==> src/rtl/pixel_plot_buffer_if.sv <==
// Drawer-to-framebuffer pixel bus: plot requests in, framebuffer writes out.
// The buffer sits on the slave side; the drawer/framebuffer pair is the master.
interface pixel_plot_buffer_if;
  logic [7:0] vga_x;
  logic [6:0] vga_y;
  logic [2:0] vga_colour;
  logic       vga_plot;
  logic       in_ready;
  logic [7:0] fb_x;
  logic [6:0] fb_y;
  logic [2:0] fb_colour;
  logic       fb_we;
  logic       fb_ack;

  modport master (
    output vga_x, vga_y, vga_colour, vga_plot, fb_ack,
    input  in_ready, fb_x, fb_y, fb_colour, fb_we
  );

  modport slave (
    input  vga_x, vga_y, vga_colour, vga_plot, fb_ack,
    output in_ready, fb_x, fb_y, fb_colour, fb_we
  );
endinterface

==> src/rtl/pixel_plot_buffer.sv <==
// Elastic pixel FIFO between the Reuleaux drawer and the framebuffer write port.
// Off-screen plots are clipped and counted; on-screen plots are queued and drained show-ahead.
module pixel_plot_buffer #(
  parameter int unsigned DEPTH = 8,
  parameter int unsigned X_MAX = 159,
  parameter int unsigned Y_MAX = 119
) (
  input  logic                  clk,
  input  logic                  rst,
  input  logic                  clear,
  pixel_plot_buffer_if.slave    bus,
  output logic                  empty,
  output logic                  overflow,
  output logic [15:0]           clip_count,
  output logic [15:0]           plot_count
);

  localparam int unsigned AW = $clog2(DEPTH);
  localparam logic [AW:0] FULL = (AW+1)'(DEPTH);
  localparam logic [7:0]  X_LIM = 8'(X_MAX);
  localparam logic [6:0]  Y_LIM = 7'(Y_MAX);
  localparam logic [15:0] SAT = 16'hFFFF;

  typedef struct packed {
    logic [7:0] x;
    logic [6:0] y;
    logic [2:0] colour;
  } entry_t;

  entry_t        mem_q [DEPTH];
  entry_t        mem_d [DEPTH];
  logic [AW-1:0] wr_ptr_q, wr_ptr_d;
  logic [AW-1:0] rd_ptr_q, rd_ptr_d;
  logic [AW:0]   count_q, count_d;
  logic          overflow_q, overflow_d;
  logic [15:0]   clip_count_q, clip_count_d;
  logic [15:0]   plot_count_q, plot_count_d;

  logic   in_bounds, valid, pop, push, clip, drop, ready;
  entry_t head;

  assign in_bounds = (bus.vga_x <= X_LIM) && (bus.vga_y <= Y_LIM);
  assign valid     = (count_q != '0);
  assign pop       = valid && bus.fb_ack;
  // A pop on a full FIFO frees the slot the same cycle, so full-rate streaming never stalls.
  assign ready     = (count_q < FULL) || pop;
  assign push      = bus.vga_plot && in_bounds && ready;
  assign clip      = bus.vga_plot && !in_bounds;
  assign drop      = bus.vga_plot && in_bounds && !ready;
  assign head      = mem_q[rd_ptr_q];

  assign bus.in_ready  = ready;
  assign bus.fb_we     = valid;
  assign bus.fb_x      = valid ? head.x      : '0;
  assign bus.fb_y      = valid ? head.y      : '0;
  assign bus.fb_colour = valid ? head.colour : '0;
  assign empty         = !valid;
  assign overflow      = overflow_q;
  assign clip_count    = clip_count_q;
  assign plot_count    = plot_count_q;

  always_comb begin
    mem_d        = mem_q;
    wr_ptr_d     = wr_ptr_q;
    rd_ptr_d     = rd_ptr_q;
    count_d      = count_q;
    overflow_d   = overflow_q;
    clip_count_d = clip_count_q;
    plot_count_d = plot_count_q;
    if (clear) begin
      wr_ptr_d     = '0;
      rd_ptr_d     = '0;
      count_d      = '0;
      overflow_d   = 1'b0;
      clip_count_d = '0;
      plot_count_d = '0;
    end else begin
      if (push) begin
        mem_d[wr_ptr_q] = '{x: bus.vga_x, y: bus.vga_y, colour: bus.vga_colour};
        wr_ptr_d        = wr_ptr_q + AW'(1);
      end
      if (pop) begin
        rd_ptr_d = rd_ptr_q + AW'(1);
      end
      if (push && !pop) begin
        count_d = count_q + (AW+1)'(1);
      end else if (pop && !push) begin
        count_d = count_q - (AW+1)'(1);
      end
      if (drop) begin
        overflow_d = 1'b1;
      end
      if (clip && (clip_count_q != SAT)) begin
        clip_count_d = clip_count_q + 16'd1;
      end
      if (pop && (plot_count_q != SAT)) begin
        plot_count_d = plot_count_q + 16'd1;
      end
    end
  end

  always_ff @(posedge clk or posedge rst) begin
    if (rst) begin
      mem_q        <= '{default: '0};
      wr_ptr_q     <= '0;
      rd_ptr_q     <= '0;
      count_q      <= '0;
      overflow_q   <= 1'b0;
      clip_count_q <= '0;
      plot_count_q <= '0;
    end else begin
      mem_q        <= mem_d;
      wr_ptr_q     <= wr_ptr_d;
      rd_ptr_q     <= rd_ptr_d;
      count_q      <= count_d;
      overflow_q   <= overflow_d;
      clip_count_q <= clip_count_d;
      plot_count_q <= plot_count_d;
    end
  end

endmodule

==> src/flat_wrapper.sv <==
// flat-port wrapper written by rule: the top's interface ports become plain ports
module pixel_plot_buffer_flat 
#(
  parameter int unsigned DEPTH = 8,
  parameter int unsigned X_MAX = 159,
  parameter int unsigned Y_MAX = 119
)
  (clk, rst, clear, empty, overflow, clip_count, plot_count, bus_vga_x, bus_vga_y, bus_vga_colour, bus_vga_plot, bus_fb_ack, bus_in_ready, bus_fb_x, bus_fb_y, bus_fb_colour, bus_fb_we);
  pixel_plot_buffer_if bus_i ();
  input  logic clk;
  input  logic rst;
  input  logic clear;
  output logic empty;
  output logic overflow;
  output logic [15:0] clip_count;
  output logic [15:0] plot_count;
  input wire logic [$bits(bus_i.vga_x)-1:0] bus_vga_x;
  input wire logic [$bits(bus_i.vga_y)-1:0] bus_vga_y;
  input wire logic [$bits(bus_i.vga_colour)-1:0] bus_vga_colour;
  input wire logic [$bits(bus_i.vga_plot)-1:0] bus_vga_plot;
  input wire logic [$bits(bus_i.fb_ack)-1:0] bus_fb_ack;
  output wire logic [$bits(bus_i.in_ready)-1:0] bus_in_ready;
  output wire logic [$bits(bus_i.fb_x)-1:0] bus_fb_x;
  output wire logic [$bits(bus_i.fb_y)-1:0] bus_fb_y;
  output wire logic [$bits(bus_i.fb_colour)-1:0] bus_fb_colour;
  output wire logic [$bits(bus_i.fb_we)-1:0] bus_fb_we;
  assign bus_i.vga_x = bus_vga_x;
  assign bus_i.vga_y = bus_vga_y;
  assign bus_i.vga_colour = bus_vga_colour;
  assign bus_i.vga_plot = bus_vga_plot;
  assign bus_i.fb_ack = bus_fb_ack;
  assign bus_in_ready = bus_i.in_ready;
  assign bus_fb_x = bus_i.fb_x;
  assign bus_fb_y = bus_i.fb_y;
  assign bus_fb_colour = bus_i.fb_colour;
  assign bus_fb_we = bus_i.fb_we;
  pixel_plot_buffer #(.DEPTH(DEPTH), .X_MAX(X_MAX), .Y_MAX(Y_MAX)) u_core (.clk(clk), .rst(rst), .clear(clear), .bus(bus_i), .empty(empty), .overflow(overflow), .clip_count(clip_count), .plot_count(plot_count));
endmodule
==> config.mk <==
export PLATFORM = sky130hd
export DESIGN_NAME = pixel_plot_buffer_flat
export DESIGN_NICKNAME = d
export VERILOG_FILES = /design/src/rtl/pixel_plot_buffer_if.sv /design/src/rtl/pixel_plot_buffer.sv /design/src/flat_wrapper.sv
export SDC_FILE = /design/constraint.sdc
export NUM_CORES = 1
export LEC_CHECK = 0
export ABC_AREA = 0
export ABC_CLOCK_PERIOD_IN_PS = 7500
export CAP_MARGIN = 10
export CELL_PAD_IN_SITES_DETAIL_PLACEMENT = 1
export CELL_PAD_IN_SITES_GLOBAL_PLACEMENT = 1
export CORE_AREA = 2 2 185 132
export DETAILED_ROUTE_END_ITERATION = 16
export DIE_AREA = 0 0 187 134
export PLACE_DENSITY_LB_ADDON = 0.1
export SYNTH_ARGS = -nofsm -noshare
export SYNTH_HDL_FRONTEND = slang
export SYNTH_SLANG_ARGS = --single-unit
export TNS_END_PERCENT = 30
==> constraint.sdc <==
create_clock -name clk -period 7.5 [get_ports clk]
set_input_delay 0.75 -clock clk [delete_from_list [all_inputs] [get_ports clk]]
set_output_delay 0.75 -clock clk [all_outputs]
set_load 0.03 [all_outputs]
==> flow_summary.toml, run 1 <==
[yosys]
synthesis.yosys.warnings = 0
netlist_area_sq_um = 9190
synthTopCellsByCount = "187 x dfrtp_1, 139 x mux2_2, 42 x nor2_1, 36 x mux4_2, 23 x clkbuf_1"
synth.avg_cell_area_sq_um = 13.5
synth.largest_area_cell = "dfrtp_1"
netlist_instances = 680
seq_area_frac_synth = 0.509
synthDistinctLibCells = 53
synth_most_common_cell = "dfrtp_1"
synth_edf_count = 0
yosys_register_bits = 187
ys.flop_type = "dfrtp_1"
ys_top_cells_by_area = "dfrtp_1 51%, mux2_2 17%, mux4_2 8.8%"
synth.top_cell.area_share = 0.509
ys_async_sr_fraction = 1.00
synth.net_count = 710

[worst_setup_path]
crit_path_max_fanout = 30
cp_cell_sequence = "buf_4, mux4_2, mux2i_1, nor2_1, clkdlybuf4s50_1"
required_ps = 6750
path_class = "register to output pin"
slowest_stage = "buf_4"
cp_slowest_stage_delay_ps = 600
arrival_ps = 3110
worst_setup_path_start_kind = "register"
end_kind = "output pin"

[layout]
fin_area_sq_um = 10800
drive_gt1_frac = 0.330
fillers = 2380
multi_input_area_sq_um = 4230
area.growth.synth_to_final_pct = 17.5
final_nets = 775
seq_area_sq_um = 4680
antenna_cells = 0

[floorplanning]
die_area_sq_um = 25100
die_h_microns = 134
die_x_microns = 187
rows = 47
io_pins = 77
start_util = 0.394
coreArea_sq_um = 23300

[run]
cap_violations = 0

[routing]
drt-wirelength-per-cell_microns = 21.0
viasPerCell = 5.46
drcViolationCount = 0
wl_microns = 22600
postRouteAntennaNets = 0
dr.pass1.iters = 4
drtIter0Drc = 234
vias = 5878

[place]
numPortBuffers = 76
routabilityCongestion = 0.738
place_area_sq_um = 10200
dp_hpwl_microns = 14300

[grt]
grt_pass1_wl_microns = 36800
overflow = 0
antenna_found_initial = 0
grt_max_degree = 107
grt_pass1_vias = 6431
grt_usage = 0.189

[timing]
min_period_over_period = 0.515
rsz0062_at_grt = "no"
max_slew_margin = 0.285
setup_viol = 0
fmax_ghz = 0.259
clock_skew_ps = 10.2
finalHoldViolCount = 0
tns_ps = 0
worstMarginPinSlew_ps = 1070
final_max_slew_viol_count = 0
period_needed_ps = 3860
timing.hold.ws_ps = 494

[cts]
cts_buffers = 17
cts_hold_buf = 0
cts_setup_buffers = 0
cts_sinks = 187
cts_tree = "yes"
cts-root-buf = "clkbuf_16"
htree_levels = 4
clkTransAtPathRegs_ps = 70
clockBufferDepth = 2
cts.repair.resized = 0
clk_latency_ps = 440

[power_and_ir_drop]
p_seq_frac = 0.399
p_int_w = 0.00210
ir_drop_uv = 174
p_sw_frac = 0.335
clkPwrFrac = 0.275
switchingPower_w = 0.00106
p_leak_nw = 4.65
p_per_area_nw_per_um2 = 292
combPwrFrac = 0.326

[min_path]
hp-class = "register to register"

[status]
status = "completed"
layout by cell type (no fill, tap or decap), drive strengths merged, types with 11 or more instances in the layout:
master / count
nor4: 14
nor2: 42
dfrtp: 187
nand2: 14
nor2b: 16
inv: 13
or4: 11
a21oi: 20
buf: 18
nor3: 11
mux4: 36
mux2i: 20
nand3: 13
clkbuf: 18
clkdlybuf4s50: 75
nand4: 12
mux2: 162
area by class of cell:
class / count / share of cell area
Inverter: 12 / 0.00464
Clock inverter: 14 / 0.0116
Tap cell: 318 / 0.0369
Timing Repair Buffer: 93 / 0.0818
Clock buffer: 18 / 0.0397
Multi-Input combinational cell: 434 / 0.392
Sequential cell: 187 / 0.434
worst max-delay path: cells and delay by family, from the launching register on:
kind	cells	cell delay (ps)
simple gates	1	70
flops	1	570
mux	2	810
buf+inv	2	1200
logic make-up after synthesis:
group	count (synthesis)	synth area share
compound gates	49	0.0336
xor+xnor	4	0.00381
fa+ha+maj	7	0.0103
buf+inv	59	0.0317
flops	187	0.509
mux	218	0.313
simple gates	156	0.0986
metrics by stage:
stage	setup slack, ps	util	total power (W)	std cells
2_1_floorplan	1660	-	0.00196	680
3_3_place_gp	4030	0.439	0.00228	1044
3_5_place_dp	3960	0.439	0.00232	1044
4_1_cts	3540	0.462	0.00321	1076
5_1_grt	3460	0.462	0.00333	1076
6_report	3640	0.462	0.00316	1076
power groups by stage:
stage | clock network (W) | registers, W | logic [W]
finish | 0.000869 | 0.00126 | 0.00103
global placement | 0 | 0.00127 | 0.00102
CTS | 0.000901 | 0.00126 | 0.00105
detailed placement | 0 | 0.00128 | 0.00104
global route | 0.000946 | 0.00128 | 0.00111
floorplan | 0 | 0.00123 | 0.000728
worst paths after layout:
path | cells past startpoint | end | from | slack [ps]
max | 5 | bus_fb_y[4] | u_core.rd_ptr_q[0] | 3640
min | 1 | u_core.mem_q[119] | u_core.mem_q[119] | 490
min in group asynchronous | 2 | u_core.clip_count[5] | rst | 910
min reg2reg | 1 | u_core.mem_q[119] | u_core.mem_q[119] | 490
max reg2reg | 8 | u_core.count_q[3] | u_core.count_q[0] | 4630
max in group asynchronous | 3 | u_core.rd_ptr_q[0] | rst | 4870
state kept, by name, summed over array words and instances (netlist names):
name,flops
u_core.plot_count,16
u_core.overflow,1
u_core.rd_ptr_q,3
u_core.clip_count,16
u_core.wr_ptr_q,3
u_core.mem_q,144
u_core.count_q,4
per-layer routing:
layer,up-vias,GRT usage,part of all wire
met5,-,0,0
met4,0,0.0476,0.0091
met3,12,0.0411,0.031
met2,78,0.306,0.47
met1,3143,0.261,0.49
li1,2645,-,-
No activity file was read; power rests on OpenSTA's default activity.
==> run 2, diff against run 1 <==
--- a/config.mk
+++ b/config.mk
@@ -6,7 +6,7 @@
 export NUM_CORES = 1
 export LEC_CHECK = 0
 export ABC_AREA = 0
-export ABC_CLOCK_PERIOD_IN_PS = 7500
+export ABC_CLOCK_PERIOD_IN_PS = 3300
 export CAP_MARGIN = 10
 export CELL_PAD_IN_SITES_DETAIL_PLACEMENT = 1
 export CELL_PAD_IN_SITES_GLOBAL_PLACEMENT = 1
==> constraint.sdc (replaced) <==
create_clock -name clk -period 3.3 [get_ports clk]
set_input_delay 0.33 -clock clk [delete_from_list [all_inputs] [get_ports clk]]
set_output_delay 0.33 -clock clk [all_outputs]
set_load 0.03 [all_outputs]
==> run 2 against run 1 <==
Power is 130% higher. Worst setup slack got worse by 3300 ps. Wire length rose by 1.0%. Cell area increased by 1.5%. Global-route usage up 0.32 points. Worst hold slack lost 73 ps. First-iteration DRC count fell by 8.1%. Non-clock buffer count rose by 16. Die area unchanged. Cell count is 1.5% higher. Register-to-register slack lost 4200 ps. Combinational power is 140% higher. Largest power group unchanged.
==> flow_summary.toml, run 2 (synthesized netlist as in run 1, its figures left out) <==
[status]
status = "completed"

[grt]
grt_pass1_wl_microns = 37200
antenna_found_initial = 0
grt_usage = 0.193
overflow = 0
grt_pass1_vias = 6496
grt_max_degree = 93

[timing]
fmax_ghz = 0.337
setup_viol = 0
finalHoldViolCount = 0
worstMarginPinSlew_ps = 777
period_needed_ps = 2970
timing.hold.ws_ps = 422
rsz0062_at_grt = "no"
tns_ps = 0
clock_skew_ps = 10.9
max_slew_margin = 0.482
min_period_over_period = 0.899
final_max_slew_viol_count = 0

[floorplanning]
die_x_microns = 187
io_pins = 77
coreArea_sq_um = 23300
rows = 47
start_util = 0.394
die_h_microns = 134
die_area_sq_um = 25100

[cts]
cts_hold_buf = 0
clockBufferDepth = 2
cts-root-buf = "clkbuf_16"
cts_buffers = 17
htree_levels = 4
cts_tree = "yes"
cts_sinks = 187
cts.repair.resized = 0
cts_setup_buffers = 0
clk_latency_ps = 430
clkTransAtPathRegs_ps = 70

[min_path]
hp-class = "input pin to async pin"

[worst_setup_path]
arrival_ps = 2640
cp_slowest_stage_delay_ps = 620
crit_path_max_fanout = 38
end_kind = "output pin"
slowest_stage = "clkdlybuf4s50_1"
required_ps = 2970
path_class = "register to output pin"
path_delay_family = "buffers and inverters"
r2r_end = "u_core.count_q[3]"
crit_buf_inv = 2
reg2reg_depth = 8
worst_setup_path_start_kind = "register"
rrSetupSlack_ps = 450
cp_cell_sequence = "buf_12, mux4_2, mux2i_1, nor2_1, clkdlybuf4s50_1"
r2r_start = "u_core.count_q[0]"

[place]
routabilityCongestion = 0.786
numPortBuffers = 76
dp_hpwl_microns = 15000

[routing]
drtIter0Drc = 215
wl_microns = 22900
drt-wirelength-per-cell_microns = 21.0
vias = 5980
dr.pass1.iters = 4
drcViolationCount = 0
viasPerCell = 5.48
postRouteAntennaNets = 0

[layout]
area.growth.synth_to_final_pct = 19.2
drive_gt1_frac = 0.342
final_common_cell = "dfrtp_1"
final_nets = 791
largest-register = "u_core.mem_q"
fillers = 2359
layout_common_cells = "186 x dfrtp_1, 139 x mux2_2, 75 x clkdlybuf4s50_1"
largest_reg_flops = 144
antenna_cells = 0

[power_and_ir_drop]
p_per_area_nw_per_um2 = 662
ir_drop_uv = 398
p_leak_nw = 4.75

[run]
cap_violations = 0
[run 2: worst max-delay path by stage]
stage,startpoint,endpoint,depth (start not counted)
floorplan,rst,u_core.clip_count[0],1
CTS,u_core.rd_ptr_q[0],bus_fb_x[6],5
finish,u_core.rd_ptr_q[0],bus_fb_x[6],5
detailed placement,bus_vga_y[6],u_core.count_q[3],9
global placement,bus_vga_y[6],u_core.count_q[3],9
global route,u_core.rd_ptr_q[0],bus_fb_x[6],5
[run 2: tightest hold or removal path: stages]
cell	delay [ps]
clkdlybuf4s50_1	450
clkinvlp_4	130
buf_12	380
[run 2: through the flow]
stage | power [W] | util | cell area, sq um | std cells | worst slack, ps
2_1_floorplan | 0.00444 | - | 9190 | 680 | 564
3_3_place_gp | 0.00525 | 0.445 | 10400 | 1060 | 351
3_5_place_dp | 0.00533 | 0.445 | 10400 | 1060 | 249
4_1_cts | 0.00737 | 0.469 | 11000 | 1092 | 271
5_1_grt | 0.00765 | 0.469 | 11000 | 1092 | 196
6_report | 0.00725 | 0.469 | 11000 | 1092 | 333
[run 2: area by class of cell]
type | instances | area, sq um | area share
clock buffer | 19 | 433 | 0.0395
clock inverter | 13 | 135 | 0.0123
inverter | 12 | 48.8 | 0.00445
multi-input combinational | 434 | 4230 | 0.386
sequential | 187 | 4680 | 0.427
tap | 318 | 398 | 0.0363
timing repair buffer | 109 | 1030 | 0.0939
[run 2: per-layer routing]
metal	track usage	wire [microns]
met4	0.0357	163
met1	0.271	11200
met2	0.310	10900
met5	0	0
met3	0.0419	668
[run 2: power breakdown]
part           switching [W]  leakage, nW  internal [W]
sequential          0.000203         2.53       0.00261
clock               0.000942        0.264       0.00106
combinational        0.00128         1.95       0.00116
total                0.00243         4.75       0.00483
==> run 3, diff against run 2 <==
--- a/config.mk
+++ b/config.mk
@@ -7,12 +7,13 @@
 export LEC_CHECK = 0
 export ABC_AREA = 0
 export ABC_CLOCK_PERIOD_IN_PS = 3300
-export CAP_MARGIN = 10
+export CAP_MARGIN = 20
 export CELL_PAD_IN_SITES_DETAIL_PLACEMENT = 1
 export CELL_PAD_IN_SITES_GLOBAL_PLACEMENT = 1
 export CORE_AREA = 2 2 185 132
 export DETAILED_ROUTE_END_ITERATION = 16
 export DIE_AREA = 0 0 187 134
+export MAX_ROUTING_LAYER = met4
 export PLACE_DENSITY_LB_ADDON = 0.1
 export SYNTH_ARGS = -nofsm -noshare
 export SYNTH_HDL_FRONTEND = slang
==> run 3 against run 2 <==
Critical path depth unchanged. Largest cell class unchanged. Cell count hardly changed. Register-to-register slack worse by 20 ps. Power hardly changed. Critical endpoint unchanged.
==> flow_summary.toml, run 3 (synthesized netlist as in run 1, its figures left out) <==
[status]
status = "completed"

[routing]
drcViolationCount = 0
viasPerCell = 5.45
dr.pass1.iters = 4
wl_microns = 22900
drt-wirelength-per-cell_microns = 20.9
postRouteAntennaNets = 0
drtIter0Drc = 217
vias = 5957

[layout]
largest-register = "u_core.mem_q"
drive_gt1_frac = 0.342
final_nets = 791
area.growth.synth_to_final_pct = 19.2
largest_reg_flops = 144
layout_common_cells = "186 x dfrtp_1, 139 x mux2_2, 75 x clkdlybuf4s50_1"
final_common_cell = "dfrtp_1"

[cts]
cts-root-buf = "clkbuf_16"
cts_sinks = 187
clk_latency_ps = 430
clkTransAtPathRegs_ps = 70
clockBufferDepth = 2
cts.repair.resized = 0
cts_setup_buffers = 0
htree_levels = 4
cts_tree = "yes"
cts_hold_buf = 0
cts_buffers = 17

[power_and_ir_drop]
p_sw_frac = 0.335
p_int_w = 0.00483
p_seq_frac = 0.387
switchingPower_w = 0.00243
p_per_area_nw_per_um2 = 662
ir_drop_uv = 400
p_leak_nw = 4.75
combPwrFrac = 0.337
clkPwrFrac = 0.276

[timing]
worstMarginPinSlew_ps = 770
rsz0062_at_grt = "no"
finalHoldViolCount = 0
fmax_ghz = 0.336
timing.hold.ws_ps = 419
setup_viol = 0
period_needed_ps = 2970
max_slew_margin = 0.486
min_period_over_period = 0.901
tns_ps = 0
final_max_slew_viol_count = 0
clock_skew_ps = 11.5

[place]
routabilityCongestion = 0.797
numPortBuffers = 76
dp_hpwl_microns = 15000

[grt]
grt_pass1_wl_microns = 37200
grt_pass1_vias = 6482
overflow = 0
antenna_found_initial = 0
grt_usage = 0.198
grt_max_degree = 93

[min_path]
hp-class = "input pin to async pin"

[floorplanning]
rows = 47
die_area_sq_um = 25100
die_h_microns = 134
die_x_microns = 187
coreArea_sq_um = 23300
start_util = 0.394
io_pins = 77

[worst_setup_path]
crit_path_max_fanout = 38
end_kind = "output pin"
path_class = "register to output pin"
required_ps = 2970
arrival_ps = 2640
worst_setup_path_start_kind = "register"

[run]
cap_violations = 0
[run 3: cell types whose count changed in the layout (fill, tap and decap cells not counted)]
cell / change
diode_2: +1
[run 3: cell type report]
class | instances | area [sq um]
diodes | 1 | 2.50
clock buffers | 19 | 433
clock inverters | 13 | 135
fillers | 2358 | 12400
inverters | 12 | 48.8
multi-input cells | 434 | 4230
flip-flops and latches | 187 | 4680
well taps | 318 | 398
repair buffers | 109 | 1030
[run 3: power by group through the flow]
stage / registers (W) / logic [W] / clock network (W)
3_3_place_gp: 0.00282 / 0.00243 / 0
6_report: 0.00281 / 0.00244 / 0.00200
2_1_floorplan: 0.00279 / 0.00165 / 0
5_1_grt: 0.00285 / 0.00263 / 0.00216
3_5_place_dp: 0.00285 / 0.00248 / 0
4_1_cts: 0.00281 / 0.00249 / 0.00207
[run 3: layer usage]
| layer | share of wire | vias to the layer above | global-route usage | routed length, microns |
|---|---|---|---|---|
| li1 | - | 2684 | - | - |
| met1 | 0.49 | 3196 | 0.272 | 11200 |
| met2 | 0.48 | 67 | 0.310 | 10900 |
| met3 | 0.027 | 10 | 0.0413 | 623 |
| met4 | 0.0067 | 0 | 0.0357 | 153 |
| met5 | 0 | - | - | 0 |
[run 3: worst paths after layout]
kind	from	to	slack, ps	cells past startpoint
worst min-delay path	rst	u_core.plot_count[7]	420	3
min in group clk	u_core.mem_q[51]	u_core.mem_q[51]	490	1
max in group asynchronous	rst	u_core.mem_q[35]	2430	3
worst max-delay path	u_core.rd_ptr_q[0]	bus_fb_x[6]	330	5
worst min register to register	u_core.mem_q[51]	u_core.mem_q[51]	490	1
worst max register to register	u_core.count_q[0]	u_core.count_q[3]	430	8
[run 3: worst max-delay path, cell delays in order, from the launching register on]
cell	delay (ps)
dfrtp_2	380
buf_12	310
mux4_2	560
mux2i_1	230
nor2_1	80
clkdlybuf4s50_1	620
[run 3: stage by stage]
step / worst slack, ps / utilization / cell area (sq um) / std cells / total power (W)
after global placement: 351 / 0.445 / 10400 / 1060 / 0.00525
after global routing: 194 / 0.469 / 11000 / 1092 / 0.00765
after floorplan: 564 / - / 9190 / 680 / 0.00444
after CTS: 271 / 0.469 / 11000 / 1092 / 0.00737
after detailed placement: 249 / 0.445 / 10400 / 1060 / 0.00533
final: 328 / 0.469 / 11000 / 1093 / 0.00726
